===== src/rtl/audio_mixer_pkg.sv =====
// Shared MSX audio package: fixed mix amplitudes, channel indices, mixer FSM
// states and the 16-bit saturation helpers used by the mixer and DC blocker.
package audio_mixer_pkg;

  localparam logic signed [23:0] KEYBEEP_AMP = 24'sh001000;
  localparam logic signed [23:0] TAPE_AMP    = 24'sh000800;

  localparam logic signed [23:0] SAT_MAX = 24'sd32767;
  localparam logic signed [23:0] SAT_MIN = -24'sd32768;

  typedef enum logic [1:0] {
    MIX_OPL3,
    MIX_SCC,
    MIX_PSG,
    MIX_AUX
  } mix_ch_e;

  // ST_DCB is only entered when the DC-blocking stage is built in.
  typedef enum logic [2:0] {
    ST_IDLE,
    ST_ACCUM,
    ST_SAT,
    ST_DCB,
    ST_OUT
  } mix_state_e;

  function automatic logic [15:0] sat16(input logic signed [23:0] x);
    if (x > SAT_MAX)      return 16'h7fff;
    else if (x < SAT_MIN) return 16'h8000;
    else                  return x[15:0];
  endfunction

  function automatic logic is_clip(input logic signed [23:0] x);
    return (x > SAT_MAX) || (x < SAT_MIN);
  endfunction

endpackage


===== src/rtl/audio_dc_blocker.sv =====
// DC-blocking high-pass stage: y = x - x_prev + y_prev - (y_prev >>> 8).
// Filter state is 24-bit signed; the output is re-saturated to 16 bits and
// registered on each strobe. Only instantiated when AUDIO_MIXER_DCBLOCK_EN
// is defined.
module audio_dc_blocker
  import audio_mixer_pkg::*;
(
  input  logic        clk_sys,
  input  logic        reset,
  input  logic        strobe,
  input  logic [15:0] sample_in,
  output logic [15:0] sample_out,
  output logic        clip
);

  logic signed [23:0] x_prev;
  logic signed [23:0] y_prev;
  logic signed [23:0] x_ext;
  logic signed [23:0] y_next;

  // Next filter output from the current sample and the stored state.
  always_comb begin
    x_ext  = {{8{sample_in[15]}}, sample_in};
    y_next = x_ext - x_prev + y_prev - (y_prev >>> 8);
  end

  // Advance the filter state and register the saturated output on each strobe.
  always_ff @(posedge clk_sys or posedge reset) begin
    if (reset) begin
      x_prev     <= '0;
      y_prev     <= '0;
      sample_out <= '0;
      clip       <= 1'b0;
    end else if (strobe) begin
      x_prev     <= x_ext;
      y_prev     <= y_next;
      sample_out <= sat16(y_next);
      clip       <= is_clip(y_next);
    end
  end

endmodule


===== src/rtl/audio_mixer.sv =====
// Paced, clip-safe audio mixer: snapshots all sources on ce_sample, sums the
// gain-scaled, mutable channels one per cycle on top of the key-beep and tape
// terms, saturates to 16 bits and registers the result.
// Optional feature: define AUDIO_MIXER_DCBLOCK_EN to insert a DC blocker
// between saturation and output (adds one cycle of latency).
module audio_mixer
  import audio_mixer_pkg::*;
#(
  parameter int CH    = 4,
  parameter int VOL_W = 4
) (
  input  logic                     clk_sys,
  input  logic                     reset,
  input  logic                     ce_sample,
  input  logic [CH-1:0][15:0]      in_sound,
  input  logic [CH-1:0][VOL_W-1:0] vol,
  input  logic [CH-1:0]            mute,
  input  logic                     keybeep,
  input  logic                     tape_in,
  input  logic                     tape_monitor,
  output logic [15:0]              sound,
  output logic                     sound_valid,
  output logic                     clip,
  output logic                     overrun
);

  localparam int IDX_W = (CH > 1) ? $clog2(CH) : 1;
  localparam int PW    = 16 + VOL_W + 1;
  localparam logic [IDX_W-1:0] LAST_IDX = IDX_W'(CH - 1);

  mix_state_e              state;
  logic [IDX_W-1:0]        idx;
  logic signed [23:0]      acc;
  logic [CH-1:0][15:0]     snap_sound;
  logic [CH-1:0][VOL_W-1:0] snap_vol;
  logic [CH-1:0]           snap_mute;

  logic [15:0]             cur_sound;
  logic [VOL_W-1:0]        cur_vol;
  logic                    cur_mute;
  logic signed [PW-1:0]    prod;
  logic signed [23:0]      term;
  logic signed [23:0]      preload;
  logic [15:0]             sat_value;
  logic                    sat_clip;

`ifdef AUDIO_MIXER_DCBLOCK_EN
  logic        clip_flag;
  logic [15:0] dcb_out;
  logic        dcb_clip;

  audio_dc_blocker u_dc_blocker (
    .clk_sys    (clk_sys),
    .reset      (reset),
    .strobe     (state == ST_SAT),
    .sample_in  (sat_value),
    .sample_out (dcb_out),
    .clip       (dcb_clip)
  );
`endif

  // Scaled contribution of the current channel: (sample * vol) >>> 3, floored.
  always_comb begin
    cur_sound = snap_sound[idx];
    cur_vol   = snap_vol[idx];
    cur_mute  = snap_mute[idx];
    prod      = $signed({{(PW-16){cur_sound[15]}}, cur_sound}) *
                $signed({{(PW-VOL_W){1'b0}}, cur_vol});
    term      = cur_mute ? 24'sd0 : ($signed({{(24-PW){prod[PW-1]}}, prod}) >>> 3);
  end

  // Fixed key-beep/tape terms and the clamp of the finished accumulator.
  always_comb begin
    preload   = (keybeep ? KEYBEEP_AMP : 24'sd0) +
                ((tape_monitor && tape_in) ? TAPE_AMP : 24'sd0);
    sat_value = sat16(acc);
    sat_clip  = is_clip(acc);
  end

  // A strobe is only taken in IDLE; anywhere else it is flagged immediately.
  assign overrun = ce_sample && (state != ST_IDLE);

  // Mixer sequencer: snapshot, per-channel accumulate, saturate, publish.
  always_ff @(posedge clk_sys or posedge reset) begin
    if (reset) begin
      state       <= ST_IDLE;
      idx         <= '0;
      acc         <= '0;
      snap_sound  <= '0;
      snap_vol    <= '0;
      snap_mute   <= '0;
      sound       <= '0;
      sound_valid <= 1'b0;
      clip        <= 1'b0;
`ifdef AUDIO_MIXER_DCBLOCK_EN
      clip_flag   <= 1'b0;
`endif
    end else begin
      case (state)
        ST_IDLE: begin
          sound_valid <= 1'b0;
          clip        <= 1'b0;
          if (ce_sample) begin
            snap_sound <= in_sound;
            snap_vol   <= vol;
            snap_mute  <= mute;
            acc        <= preload;
            idx        <= '0;
            state      <= ST_ACCUM;
          end
        end
        ST_ACCUM: begin
          acc <= acc + term;
          if (idx == LAST_IDX) state <= ST_SAT;
          else                 idx   <= idx + IDX_W'(1);
        end
        ST_SAT: begin
`ifdef AUDIO_MIXER_DCBLOCK_EN
          clip_flag   <= sat_clip;
          state       <= ST_DCB;
`else
          sound       <= sat_value;
          clip        <= sat_clip;
          sound_valid <= 1'b1;
          state       <= ST_OUT;
`endif
        end
        ST_DCB: begin
`ifdef AUDIO_MIXER_DCBLOCK_EN
          sound       <= dcb_out;
          clip        <= clip_flag | dcb_clip;
          sound_valid <= 1'b1;
          state       <= ST_OUT;
`else
          state       <= ST_IDLE;
`endif
        end
        ST_OUT: begin
          sound_valid <= 1'b0;
          clip        <= 1'b0;
          state       <= ST_IDLE;
        end
        default: state <= ST_IDLE;
      endcase
    end
  end

endmodule


===== config.mk =====
export PLATFORM = sky130hd
export DESIGN_NAME = audio_mixer
export DESIGN_NICKNAME = d
export VERILOG_FILES = /design/src/rtl/audio_mixer_pkg.sv /design/src/rtl/audio_dc_blocker.sv /design/src/rtl/audio_mixer.sv
export SDC_FILE = /design/constraint.sdc
export NUM_CORES = 1
export LEC_CHECK = 0
export ABC_AREA = 1
export CORE_MARGIN = 1
export CORE_UTILIZATION = 55
export CTS_BUF_LIST = sky130_fd_sc_hd__clkbuf_8
export CTS_CLUSTER_SIZE = 20
export DETAILED_ROUTE_END_ITERATION = 8
export HOLD_SLACK_MARGIN = 0.02
export PLACE_DENSITY = 0.79
export SYNTH_ARGS = -nofsm -noshare
export SYNTH_HDL_FRONTEND = slang
export SYNTH_SLANG_ARGS = --single-unit
export TNS_END_PERCENT = 20

===== constraint.sdc =====
create_clock -name clk_sys -period 17.55 [get_ports clk_sys]
set_input_delay 2.6325 -clock clk_sys [delete_from_list [all_inputs] [get_ports clk_sys]]
set_output_delay 2.6325 -clock clk_sys [all_outputs]
set_load 0.02 [all_outputs]

Word level (Yosys, flattened, before mapping)
Cells that the tools add are included.
{ "classes": {"n_addsub": 3, "mul": 1, "n_lt_le_gt_ge": 3, "n_eq_ne": 7, "n_mux": 21, "reduce_logical": 12} }
{ "ops": {"columns": ["op", "count"], "rows": [
  ["$mux 16", 3],
  ["$mux 24", 2],
  ["$pmux 24 s2", 1],
  ["$bmux 16 s2", 1],
  ["$add 24x24->24", 1],
  ["$gt 24x16->1 const B", 1],
  ["$lt 24x16->1 const B", 1],
  ["$mul 16x5->21", 1],
  ["$add 13x12->14", 1],
  ["$mux 13", 1],
  ["$mux 12", 1],
  ["$pmux 3 s3", 1],
  ["$bmux 4 s2", 1],
  ["$mux 3", 2],
  ["$ne 2x2->1 const B", 3],
  ["$reduce_and 2->1", 3],
  ["$mux 2", 2],
  ["$mux 4", 1],
  ["$pmux 1 s2", 2],
  ["$pmux 2 s2", 1],
  ["$reduce_bool 2->1", 2],
  ["$eq 3x1->1 const B", 1],
  ["$eq 3x2->1 const B", 1],
  ["$eq 3x3->1 const B", 1],
  ["other kinds (11)", 12]
]} }
{ "totals": {"ff_bits": 131, "in_bits": 90, "out_inout_bits": 19} }

Depth between registers and ports, before layout
{ "depth": {"depth_word": 6, "ltp_mapped": 37, "mapped_depth_nobuf": 35} }

Worst setup path after synthesis
No wires, ideal clock.
{ "synth_timing": {"kind": "reg2reg", "start": "register idx[0]", "end": "register acc[20]", "t_arrival_ns": 5.473, "setup_slack_ns": 11.955, "path_stages_with_launch": 36, "path_buffers": 3, "period_less_slack_ns": 5.595, "cell_sequence": "dfrtp_1 > buf_6 > buf_6 > o21ai_0 > o22ai_1 > inv_1 > clkbuf_1 > nor2_1 > ha_1 > fa_1 > inv_1 > fa_1 > inv_1 > ha_1 > nand2_1 > nand2_1 > nand2_1 > nand2_1 > nand2_1 > nand3_1 > a21oi_1 > inv_1 > o21ai_0 > a21oi_1 > ha_1 > nand2_1 > nor2_1 > nand4_1 > o21ai_0 > nand3_1 > nand2_1 > nand3_1 > nand2_1 > nand2_1 > a21oi_1 > o21ai_1"} }
{ "synth_between": {"elab_chain_len": 6, "word_cells_on_any_way": 10, "cone_classes": "add/sub: 1; mul: 1; mux: 8"} }
{ "synth_lines": {"columns": ["element", "line_no", "source"], "rows": [
  ["start, declared", "audio_mixer.sv:32", "logic [IDX_W-1:0] idx;"],
  ["start signal, assigned", "audio_mixer.sv:115", "else idx <= idx + IDX_W'(1);"],
  ["$bmux 16 s2 / $bmux 4 s2 (equally long branches)", "audio_mixer.sv:64, audio_mixer.sv:65", null],
  ["$mux 16 (not written as such) / $mux 4 (equally long branches)", "audio_mixer.sv:64, audio_mixer.sv:65", null],
  ["$mul 16x5->21", "audio_mixer.sv:67", "prod = $signed({{(PW-16){cur_sound[15]}}, cur_sound}) *"],
  ["$mux 24 (*)", "audio_mixer.sv:69", "term = cur_mute ? 24'sd0 : ($signed({{(24-PW){prod[PW-1]}}, prod}) >>> 3);"],
  ["$add 24x24->24 (*)", "audio_mixer.sv:113", "acc <= acc + term;"],
  ["$pmux 24 s2 (*)", "audio_mixer.sv:99", "case (state)"],
  ["end signal, assigned", "audio_mixer.sv:107", "acc <= preload;"],
  ["end signal, assigned", "audio_mixer.sv:113", null],
  ["end, declared", "audio_mixer.sv:33", "logic signed [23:0] acc;"]
]} }
Mark *: on every way between the ends. The rest lies on a longest branch, timed or not. The select of a mux whose other input is x is not followed.
A chain may end at the register's enable or synchronous reset.

Worst setup path after layout
Same ends and word-level chain as after synthesis.

==> flow_metrics.tcl <==
set metrics [dict create \
    yosysTopAreaCell "dfrtp_1" \
    ios 109 \
    synth-edff-count 0 \
    worst_pin_slew_ps 881.5 \
    yosysSeqAreaShare_pct 35.13 \
    slew_violations 0 \
    final-setup-viol-count 0 \
    detailed_place_hpwl_um 15980 \
    drc 0 \
    finalClockSkew_ps 12.74 \
    area_delta_synth_final_pct 17.91 \
    place_ws_ps 10940 \
    cts_buffers 17 \
    fin_nets 1550 \
    ys.flop_type "dfrtp_1" \
    post_drt_wl_per_cell_um 13.49 \
    syn_avg_cell_area_um2 7.303 \
    timing.rr.end "acc[20]" \
    synth.distinct_cells 46 \
    rows 47 \
    hold_class "flip-flop to flip-flop" \
    startpoint_type "flip-flop" \
    synth_area_leaders "dfrtp_1, nand2_1, ha_1, fa_1, inv_1" \
    gr-usage-all-layers_pct 26.75 \
    die_width_um 132.3 \
    placed_area_um2 10550 \
    postSynthCellCount 1278 \
    clkLatencyLatePin_ps 460 \
    drt_iter0_drc 558 \
    maxSlewHeadroom_pct 41.23 \
    vias 8323 \
    tns_ps 0 \
    rsz0062_at_grt "false" \
    worstSetupPathType "flip-flop to flip-flop" \
    drt_first_pass_iters 7 \
    cpPeakStageDelay_ps 540 \
    fmax_ghz 0.1484 \
    final_antenna_net_count 0 \
    grt_pass1_wl_um 38020 \
    multi_input_area_um2 5245 \
    status "finished clean" \
    crit_arrival_ps 7090 \
    ys_warn_count 0 \
    cts_setup_buffers 0 \
    worstHoldPathCells 2 \
    critPathTopFamily "adder cells" \
    finalWorstSetupSlack_ps 10810 \
    start_util_pct 56.28 \
    max_cap_viol_count 0 \
    routed_wl_um 21580 \
    synth-seq-cells 131 \
    whs_ps 482.4 \
    hold_violations 0 \
    synth.top_cell.area_share_pct 35.13 \
    cts_tree "done" \
    die_h_um 132.3 \
    cp.depth 32 \
    crit_slowest_cell "fa_1" \
    coreArea_um2 16580 \
    reg2reg_from "idx[0]" \
    n_antenna_cell 0 \
    grt_overflow 0 \
    syn-cell-area_um2 9333 \
    place_congestion 0.9126 \
    path_max_fanout 52 \
    via_per_inst 5.202 \
    rrSetupSlack_ps 10810 \
    min_period_ps 6737 \
    cp.buffers_inverters 7 \
    layout-drive-gt1-share_pct 5.797 \
    synth_nets 1460 \
    reg2reg_depth 32 \
    htreeDepth 4 \
    grt_max_degree 96 \
    antenna_found_initial 0 \
    clk_path_buf_depth 2 \
    cts-root-buf "clkbuf_8" \
    synthArstFlopShare_pct 100.0 \
    clk_pin_slew_worst_paths_ps 80 \
    cts_hold_buffers 0 \
    seqCellArea_um2 3278 \
    fin_crit_sh_pct 38.39 \
    clkSinkCount 131 \
    cts_resized 0 \
    startpoint "idx[0]" \
    cp-endpoint "acc[20]" \
    fillers 1450 \
    io_buffers 108 \
    cp-end-kind "flip-flop" \
    die-area_um2 17490 \
    grt_pass1_vias 8202 \
    stdcell_area_um2 11000 \
    required_ps 17900 \
]
## tightest hold or removal path, cell delays in order (launching register included)
cell	delay (ps)
dfrtp_1	340
nand2_1	50
nand2_1	60
## layer usage
layer  global-route usage, %  part of all wire (%)  vias up
li1                        -                     -     4218
met1                   34.90                    45     3860
met2                   45.41                    49      214
met3                   4.421                   4.1       31
met4                   8.748                   2.0        0
met5                       0                     0        -
## cell usage after synthesis, types with 2 or more instances
cell type,instances
ha_1,58
a21oi_1,72
nand2_4,4
buf_1,2
o21ai_1,4
inv_2,3
a32oi_1,12
a22o_1,2
o21a_1,2
nor3_1,3
xnor2_1,6
o22ai_1,5
o21ai_0,79
nand3_4,2
nor2_2,3
fa_1,34
dfrtp_1,131
nor2_1,104
nand4_1,10
inv_1,162
clkbuf_1,34
nor4_1,3
a31oi_1,3
nand3_1,36
buf_6,2
buf_2,4
a21boi_0,3
a32o_1,3
nand2_2,23
xor2_1,8
nand2_1,445
clkinv_1,2
## cell families (layout without fill, tap and decap cells)
logic type,after synthesis,in the layout,synth area share (%)
buffers and inverters,210,312,8.701
adders and majority gates,92,92,15.07
AOI/OAI and AO/OA,191,191,11.41
DFF,131,131,35.13
and+or+nand+nor,640,640,28.38
xor gates and xnor gates,14,14,1.314
## placed cells by master, fill, tap and decap left out, types with 6 or more instances in the layout
| cell | netlist | routed |
|---|---|---|
| nand2_1 | 445 | 444 |
| inv_1 | 162 | 161 |
| dfrtp_1 | 131 | 131 |
| clkdlybuf4s50_1 | 0 | 108 |
| nor2_1 | 104 | 104 |
| o21ai_0 | 79 | 79 |
| a21oi_1 | 72 | 72 |
| ha_1 | 58 | 58 |
| nand3_1 | 36 | 36 |
| fa_1 | 34 | 34 |
| nand2_2 | 23 | 24 |
| clkbuf_8 | 0 | 20 |
| a32oi_1 | 12 | 12 |
| nand4_1 | 10 | 10 |
| xor2_1 | 8 | 8 |
| xnor2_1 | 6 | 6 |
| buf_4 | 1 | 6 |
## worst min-delay path by stage
stage,slack (ps),endpoint,startpoint
floorplan,440,snap_sound[33],snap_sound[33]
finish,480,sound[5],sound[5]
CTS,480,sound[5],sound[5]
global route,490,snap_vol[3],snap_vol[3]
detailed placement,470,sound[5],sound[5]
global placement,460,snap_sound[41],snap_sound[41]
## through the flow
stage          instances  utilization, %
2_1_floorplan       1278               -
3_3_place_gp        1569           63.64
3_5_place_dp        1569           63.64
4_1_cts             1600           66.36
5_1_grt             1600           66.36
6_report            1600           66.36
## flip-flops by register name, summed over array words and instances (netlist names)
name         cells
snap_vol        16
sound           16
snap_mute        4
state            3
clip             1
snap_sound      64
acc             24
idx              2
sound_valid      1
## area by class of cell
type                    instances  share of cell area, %
multi-input cells             937                  47.66
flip-flops and latches        131                  29.79
well taps                     220                  2.501
clock inverters                11                  1.592
inverters                     167                  5.719
clock buffers                  20                  2.501
repair buffers                114                  10.23
Power is not shown: default switching activity piles up to over one toggle a cycle in this logic, so the estimate is an artifact.
